### src/rtl/sram_mem_controller.sv
// ============================================================================
// Module   : sram_mem_controller
// Purpose  : Splits 32-bit MEM-stage loads/stores into two timed 16-bit
//            asynchronous SRAM accesses (low half first), stalling via ready.
// Revision : 1.0 - initial release
// ============================================================================
`default_nettype none

module sram_mem_controller #(
   parameter int unsigned ADDR_OFFSET = 1024,
   parameter int unsigned WAIT_CYCLES = 5,
   parameter int unsigned SRAM_AW     = 18
) (
   input  logic               clk,
   input  logic               rst,
   input  logic               rd_en,
   input  logic               wr_en,
   input  logic [31:0]        address,
   input  logic [31:0]        write_data,
   output logic [31:0]        read_data,
   output logic               ready,
   output logic [SRAM_AW-1:0] sram_addr,
   output logic [15:0]        sram_dq_out,
   output logic               sram_dq_oe,
   input  logic [15:0]        sram_dq_in,
   output logic               sram_we_n
);

   localparam logic [1:0]  C_IDLE   = 2'd0;
   localparam logic [1:0]  C_LO     = 2'd1;
   localparam logic [1:0]  C_HI     = 2'd2;
   localparam logic [1:0]  C_DONE   = 2'd3;
   localparam logic [31:0] C_OFFSET = 32'(ADDR_OFFSET);
   localparam logic [3:0]  C_LAST   = 4'(WAIT_CYCLES - 1);

   if ((WAIT_CYCLES < 2) || (WAIT_CYCLES > 15)) begin : g_bad_wait_cycles
      $error("sram_mem_controller: WAIT_CYCLES must be in 2..15");
   end

   logic [1:0]         state_q,       state_d;
   logic [3:0]         cnt_q,         cnt_d;
   logic               is_wr_q,       is_wr_d;
   logic [31:0]        read_data_q,   read_data_d;
   logic [SRAM_AW-1:0] sram_addr_q,   sram_addr_d;
   logic [15:0]        sram_dq_out_q, sram_dq_out_d;
   logic               sram_dq_oe_q,  sram_dq_oe_d;
   logic               sram_we_n_q,   sram_we_n_d;

   logic [31:0]        offset_w;
   logic [31:0]        twice_word_w;
   logic [SRAM_AW-1:0] lo_addr_w;
   logic [SRAM_AW-1:0] hi_addr_w;
   logic [3:0]         cnt_inc_w;
   logic               last_w;
   logic               unused_addr_bits;

   // Half-word address 2w, where w is the 32-bit word index above the offset.
   assign offset_w     = address - C_OFFSET;
   assign twice_word_w = {1'b0, offset_w[31:2], 1'b0};
   assign lo_addr_w    = twice_word_w[SRAM_AW-1:0];
   assign hi_addr_w    = {sram_addr_q[SRAM_AW-1:1], 1'b1};
   assign unused_addr_bits = ^{offset_w[1:0], twice_word_w};

   assign cnt_inc_w = cnt_q + 4'd1;
   assign last_w    = (cnt_q == C_LAST);

   assign ready = ((state_q == C_IDLE) && !rd_en && !wr_en) || (state_q == C_DONE);

   always_comb begin
      state_d       = state_q;
      cnt_d         = cnt_q;
      is_wr_d       = is_wr_q;
      read_data_d   = read_data_q;
      sram_addr_d   = sram_addr_q;
      sram_dq_out_d = sram_dq_out_q;
      sram_dq_oe_d  = sram_dq_oe_q;
      sram_we_n_d   = sram_we_n_q;

      case (state_q)
         C_IDLE: begin
            if (wr_en || rd_en) begin
               state_d     = C_LO;
               cnt_d       = 4'd0;
               is_wr_d     = wr_en;
               sram_addr_d = lo_addr_w;
               if (wr_en) begin
                  sram_dq_out_d = write_data[15:0];
                  sram_dq_oe_d  = 1'b1;
                  sram_we_n_d   = 1'b0;
               end else begin
                  sram_dq_oe_d  = 1'b0;
                  sram_we_n_d   = 1'b1;
               end
            end
         end

         C_LO: begin
            if (last_w) begin
               state_d     = C_HI;
               cnt_d       = 4'd0;
               sram_addr_d = hi_addr_w;
               if (is_wr_q) begin
                  sram_dq_out_d = write_data[31:16];
                  sram_we_n_d   = 1'b0;
               end else begin
                  read_data_d[15:0] = sram_dq_in;
                  sram_we_n_d       = 1'b1;
               end
            end else begin
               // Strobe is registered, so it is released one cycle early to
               // leave the final cycle of each half with we_n high.
               cnt_d       = cnt_inc_w;
               sram_we_n_d = !(is_wr_q && (cnt_inc_w != C_LAST));
            end
         end

         C_HI: begin
            if (last_w) begin
               state_d      = C_DONE;
               cnt_d        = 4'd0;
               sram_dq_oe_d = 1'b0;
               sram_we_n_d  = 1'b1;
               if (!is_wr_q) begin
                  read_data_d[31:16] = sram_dq_in;
               end
            end else begin
               cnt_d       = cnt_inc_w;
               sram_we_n_d = !(is_wr_q && (cnt_inc_w != C_LAST));
            end
         end

         default: begin
            state_d = C_IDLE;
         end
      endcase
   end

   always_ff @(posedge clk) begin
      if (rst) begin
         state_q       <= C_IDLE;
         cnt_q         <= 4'd0;
         is_wr_q       <= 1'b0;
         read_data_q   <= 32'd0;
         sram_addr_q   <= '0;
         sram_dq_out_q <= 16'd0;
         sram_dq_oe_q  <= 1'b0;
         sram_we_n_q   <= 1'b1;
      end else begin
         state_q       <= state_d;
         cnt_q         <= cnt_d;
         is_wr_q       <= is_wr_d;
         read_data_q   <= read_data_d;
         sram_addr_q   <= sram_addr_d;
         sram_dq_out_q <= sram_dq_out_d;
         sram_dq_oe_q  <= sram_dq_oe_d;
         sram_we_n_q   <= sram_we_n_d;
      end
   end

   assign read_data   = read_data_q;
   assign sram_addr   = sram_addr_q;
   assign sram_dq_out = sram_dq_out_q;
   assign sram_dq_oe  = sram_dq_oe_q;
   assign sram_we_n   = sram_we_n_q;

endmodule

`default_nettype wire

### config.mk
export PLATFORM = sky130hd
export DESIGN_NAME = sram_mem_controller
export DESIGN_NICKNAME = d
export VERILOG_FILES = /design/src/rtl/sram_mem_controller.sv
export SDC_FILE = /design/constraint.sdc
export NUM_CORES = 1
export LEC_CHECK = 0
export CORE_ASPECT_RATIO = 1.2
export CORE_MARGIN = 2
export CORE_UTILIZATION = 35
export DETAILED_ROUTE_END_ITERATION = 10
export PLACE_DENSITY = 0.72
export SYNTH_ARGS = -nofsm -noshare
export SYNTH_HDL_FRONTEND = slang
export SYNTH_SLANG_ARGS = --single-unit
export TNS_END_PERCENT = 20
### constraint.sdc
create_clock -name clk -period 2.35 [get_ports clk]
set_clock_uncertainty 0.1 [all_clocks]
set_input_delay 0.235 -clock clk [delete_from_list [all_inputs] [get_ports clk]]
set_output_delay 0.235 -clock clk [all_outputs]
set_load 0.01 [all_outputs]
==> summary.md, run 1 <==
| Metric | Value |
|---|---|
| Row count | 38 |
| First-pass GRT wire length | 13700 um |
| Vias in the first global route | 2952 |
| Commonest cells after routing, fill and taps aside | clkdlybuf4s50_1 (135), dfxtp_1 (75), nand2_1 (72) |
| Post-CTS sizing | 1 |
| Mapped Cells | 383 |
| Setup violators final | 0 |
| Final WL | 8470 um |
| Fmax | 0.458 GHz |
| # nets final | 608 |
| Pin count of the biggest net entering global routing | 44 |
| H-tree Lvls | 3 |
| Status | finished clean |
| Via count | 3109 |
| Slowest CP cell | or3b_1 |
| Leak | 1.78 nW |
| Initial DRC count | 112 |
| Worst path max stage delay | 390 ps |
| ANT nets after route | 0 |
| Std-Cell Core Area | 9080 um2 |
| Routed len/inst | 13.2 um |
| Worst-margin pin slew | 621 ps |
| Register bit total from synthesis | 75 |
| Area of the multi-input gates | 1620 um2 |
| Critical path, cell by cell | inv_1 > ha_1 > or3b_1 > or2b_1 > dlygate4sd2_1 |
| Residual DRC | 0 |
| Yosys top cell by area | dfxtp_1 |
| Ys Warns | 0 |
| Top Ports | 153 |
| Total iterations of the first detailed-routing run | 4 |
| Setup tns final | 0 ps |
| Synthesized area per cell | 8.55 um2 |
| Share of layout cells above drive strength 1 | 7.29% |
| Reg clk slew, reported paths | 70 ps |
| CTS root buf | clkbuf_8 |
| Hold-fix buffers, CTS | 0 |
| Crit path capture type | output pin |
| Final hold violation count | 0 |
| Die area | 10100 um2 |
| Post-synth cell types | 47 |
| CP Max Fanout | 5 |
| Setup slack at placement | 143 ps |
| Max transition margin | 58.6% |
| Hpwl dp | 6200 um |
| Synth Cell Area | 3270 um2 |
| Area Growth Syn to Fin | 52.9% |
| TritonCTS clock tree | yes |
| Register area | 1500 um2 |
| GRT overflow | 0 |
| Critical path arrival | 1850 ps |
| Primary FF master, synth | dfxtp_1 |
| N_diodes | 0 |
| Clk sink count | 75 |
| # port buffers | 137 |
| Initial core utilization | 36.0% |
| Max Slew Vio Count | 0 |
| DIE WIDTH | 92.3 um |
| Gp weighted congestion | 0.864 |
| Critical Path Start Type | flop |
| Final min period | 2180 ps |
| Num CTS Buffers | 9 |
| Synth area leaders | dfxtp_1 (46%), nand2_1 (8.3%), a21oi_1 (7.8%), mux2i_1 (5.5%), a211oi_1 (4.4%) |
| Hold crit path type | in2reg |
| Commonest non-fill, non-tap cell in the layout | clkdlybuf4s50_1 |
| Syn Nets | 475 |
| WS Path Type | reg2out |
| CTS max path bufs | 2 |
| Power Dens Cells | 972 nW/um2 |
| Clock latency at the later pin of the worst-skew pair | 350 ps |
| Die H | 110 um |
| Peak VDD IR | 0.479 mV |
| GRT Overall Usage | 17.1% |
| Initial antenna violation count | 0 |
| Critical Path RT | 2020 ps |
| Sequential cell area fraction in the yosys report | 45.9% |
| Vias per cell | 4.85 |
| Post-CTS setup buffers | 0 |
| Max_cap viols | 0 |
| Top cell type's share of synthesized area | 45.9% |
| Unrepaired setup endpoints after global routing | false |
| Final period util | 93.0% |
| Ys async rst share | 0% |
| Post-synth EDFFs | 0 |
| Setup ws final | 166 ps |
| Number of fill cells | 847 |
==> cell usage after synthesis, drive strengths merged (2+ instances only) <==
master and n:
mux2i 18, ha 8, nor3b 12, a211oi 19, a22oi 2, clkbuf 12, nand3b 2, nand3 4
and2 2, nand4b 2, nor4 2, nand2 73, a21oi 52, or3b 2, buf 12, or3 3
or4 3, nor2 38, nand2b 3, nor3 6, xor2 2, dfxtp 75, o21ai 9, xnor2 3
inv 8
==> metrics by stage <==
step	std cells	utilization, %	hold WS, ps	area (um2)	power, W
final	641	55.1	277	5000	0.00487
after global routing	641	55.1	296	5000	0.00520
after CTS	641	55.1	275	5000	0.00492
after detailed placement	625	52.2	346	4740	0.00366
after global placement	625	52.2	335	4740	0.00362
after floorplan	383	-	271	3270	0.00283
==> critical path, delay by kind of cell, from the launching register on <==
family | cells | cell delay (ps)
buf+inv | 2 | 390
simple gates | 2 | 580
flops | 1 | 360
fa+ha+maj | 1 | 180
==> state kept, by name, indices dropped and copies added, names as in the netlist <==
name and flops:
cnt_q 4, read_data 32, sram_dq_out 16, sram_we_n 1, state_q 2, sram_dq_oe 1
sram_addr 18, is_wr_q 1
==> path summary, 6_finish.rpt <==
kind,startpoint,slack [ps],endpoint,depth (start not counted)
worst max-delay path,state_q[0],170,ready,5
worst min-delay path,rst,280,sram_addr[7],2
worst max register to register,state_q[0],350,read_data[2],5
worst min register to register,read_data[27],360,read_data[27],2
==> power by group <==
part	leakage, nW	internal, W	switching (W)	total, W
logic	1.04	0.000971	0.000970	0.00194
clock network	0.133	0.000791	0.000455	0.00125
registers	0.612	0.00152	0.000156	0.00168
==> routing by layer <==
| layer | global-route usage, % | vias to the layer above | routed length (um) |
|---|---|---|---|
| met5 | 0 | - | 0 |
| met4 | 7.25 | 0 | 131 |
| met3 | 4.80 | 12 | 570 |
| met2 | 30.7 | 111 | 4110 |
| met1 | 19.1 | 1403 | 3660 |
| li1 | - | 1583 | - |
==> kinds of logic after synthesis <==
kind of cell / count (synthesis) / synth area share, %
AOI/OAI and AO/OA: 90 / 16.3
adders and majority gates: 8 / 3.06
xor gates and xnor gates: 5 / 1.34
DFF: 75 / 45.9
buffers and inverters: 32 / 4.93
muxes: 18 / 5.50
and+or+nand+nor: 155 / 23.0
==> area by class of cell <==
type | instances | share of cell area (%)
clock buffer | 12 | 3.30
clock inverter | 4 | 1.90
inverter | 8 | 0.600
multi-input combinational | 276 | 32.3
sequential | 75 | 30.0
tap | 120 | 3.00
timing repair buffer | 146 | 28.9
(Power assumes the default switching activity.)
==> run 2: changes to the inputs <==
--- a/constraint.sdc
+++ b/constraint.sdc
@@ -3,3 +3,3 @@
 set_input_delay 0.235 -clock clk [delete_from_list [all_inputs] [get_ports clk]]
 set_output_delay 0.235 -clock clk [all_outputs]
-set_load 0.01 [all_outputs]
+set_load 0.02 [all_outputs]
==> summary.md, run 2 (synthesized netlist as in run 1, its figures left out) <==
| Metric | Value |
|---|---|
| Status | finished clean |
| Setup ws final | 132 ps |
| Grt peak-use layer | met2 |
| Total iterations of the first detailed-routing run | 5 |
| Initial antenna violation count | 0 |
| GRT Overall Usage | 16.7% |
| DIE WIDTH | 92.3 um |
| Hold WS | 270 ps |
| Critical Path Start Type | flop |
| Max_cap viols | 0 |
| Area of the multi-input gates | 1620 um2 |
| Fmax | 0.451 GHz |
| Residual DRC | 0 |
| N_diodes | 0 |
| First-pass GRT wire length | 13600 um |
| Commonest non-fill, non-tap cell in the layout | clkdlybuf4s50_1 |
| Final min period | 2220 ps |
| HP Start | rst |
| Post-CTS setup buffers | 0 |
| Routed len/inst | 13.1 um |
| Vias per cell | 4.90 |
| R2R setup slack | 400 ps |
| Crit path capture type | output pin |
| Min-Delay Endpoint | sram_addr[7] |
| Met3 GRT Util | 4.73% |
| Die area | 10100 um2 |
| CP Max Fanout | 5 |
| Setup tns final | 0 ps |
| WS Path Type | reg2out |
| Std-Cell Core Area | 9080 um2 |
| # port buffers | 137 |
| Share of layout cells above drive strength 1 | 7.65% |
| Core Util, Final | 55.0% |
| Critical Path RT | 2020 ps |
| Commonest cells after routing, fill and taps aside | clkdlybuf4s50_1 (135), dfxtp_1 (75), nand2_1 (72) |
| Pin count of the biggest net entering global routing | 34 |
| Final WL | 8410 um |
| Power Dens Cells | 987 nW/um2 |
| H-tree Lvls | 3 |
| Setup slack at placement | 132 ps |
| Largest register FFs | 32 |
| Max Slew Vio Count | 0 |
| Via count | 3151 |
| Max transition margin | 61.0% |
| Critical path arrival | 1880 ps |
| Die H | 110 um |
| CTS root buf | clkbuf_8 |
| Num CTS Buffers | 9 |
| ANT nets after route | 0 |
| Vias in the first global route | 2978 |
| Hold path depth | 2 |
| Met2 layer usage reported by global route | 30.3% |
| Row count | 38 |
| Top Ports | 153 |
| CTS max path bufs | 2 |
| Number of fill cells | 831 |
| Area Growth Syn to Fin | 52.6% |
| Initial DRC count | 101 |
| Final period util | 94.4% |
| Worst-margin pin slew | 586 ps |
| Unrepaired setup endpoints after global routing | false |
| Hpwl dp | 6350 um |
| Gp weighted congestion | 0.814 |
| Worst r2r src | state_q[0] |
| Leak | 1.77 nW |
| Clock latency at the later pin of the worst-skew pair | 340 ps |
| TritonCTS clock tree | yes |
| Hold crit path type | in2reg |
| Register area | 1500 um2 |
| Worst r2r path cells | 7 |
| Final hold violation count | 0 |
| Initial core utilization | 36.0% |
| # nets final | 610 |
| Peak VDD IR | 0.479 mV |
| Reg clk slew, reported paths | 80 ps |
| M1 GR Usage | 18.5% |
| Total Power Consumption | 0.00493 W |
| GRT overflow | 0 |
| Setup violators final | 0 |
| Clk sink count | 75 |
| R2r endpoint | cnt_q[3] |
run 2: timing repair:
item                       4_1_cts  5_1_grt
setup endpoints to repair        1        0
resized for setup                1        0
hold buffers                     0        0
hold endpoints to repair         0        0
run 2: power breakdown:
| group | switching (W) | total (W) | leakage (nW) | internal, W |
|---|---|---|---|---|
| combinational | 0.00113 | 0.00212 | 1.05 | 0.000989 |
| clock | 0.000475 | 0.00114 | 0.112 | 0.000660 |
| sequential | 0.000154 | 0.00168 | 0.612 | 0.00152 |
run 2: layout make-up:
cell class | count | share of cell area [%]
Multi-Input combinational cell | 276 | 32.4
Sequential cell | 75 | 30.1
Timing Repair Buffer | 148 | 29.2
Clock buffer | 11 | 3.03
Tap cell | 120 | 3.01
Clock inverter | 5 | 1.68
Inverter | 8 | 0.601
run 2: stage by stage:
stage                     cell area (um2)  std cells
after global placement               4760        627
after CTS                            4990        643
after global routing                 4990        643
after floorplan                      3270        383
after detailed placement             4760        627
final                                4990        643
run 2: worst max path at each step:
stage / start / endpoint / slack [ps] / cells after the start
after floorplan: state_q[0] / cnt_q[3] / 550 / 6
final: state_q[0] / ready / 130 / 5
after global placement: wr_en / ready / 150 / 4
after global routing: state_q[0] / ready / 2 / 5
after detailed placement: wr_en / ready / 130 / 4
after CTS: state_q[0] / ready / 90 / 5
run 2: layer usage:
layer | up-vias | share of wire (%) | wire length [um]
met5 | - | 0 | 0
met2 | 113 | 50 | 4180
met4 | 0 | 2.0 | 164
li1 | 1594 | - | -
met3 | 14 | 6.0 | 505
met1 | 1430 | 42 | 3560
run 2: worst max-delay path: stages (launching register included):
cell           delay [ps]
dfxtp_1               360
inv_1                 100
ha_1                  170
or3b_1                390
or2b_1                190
dlygate4sd2_1         350
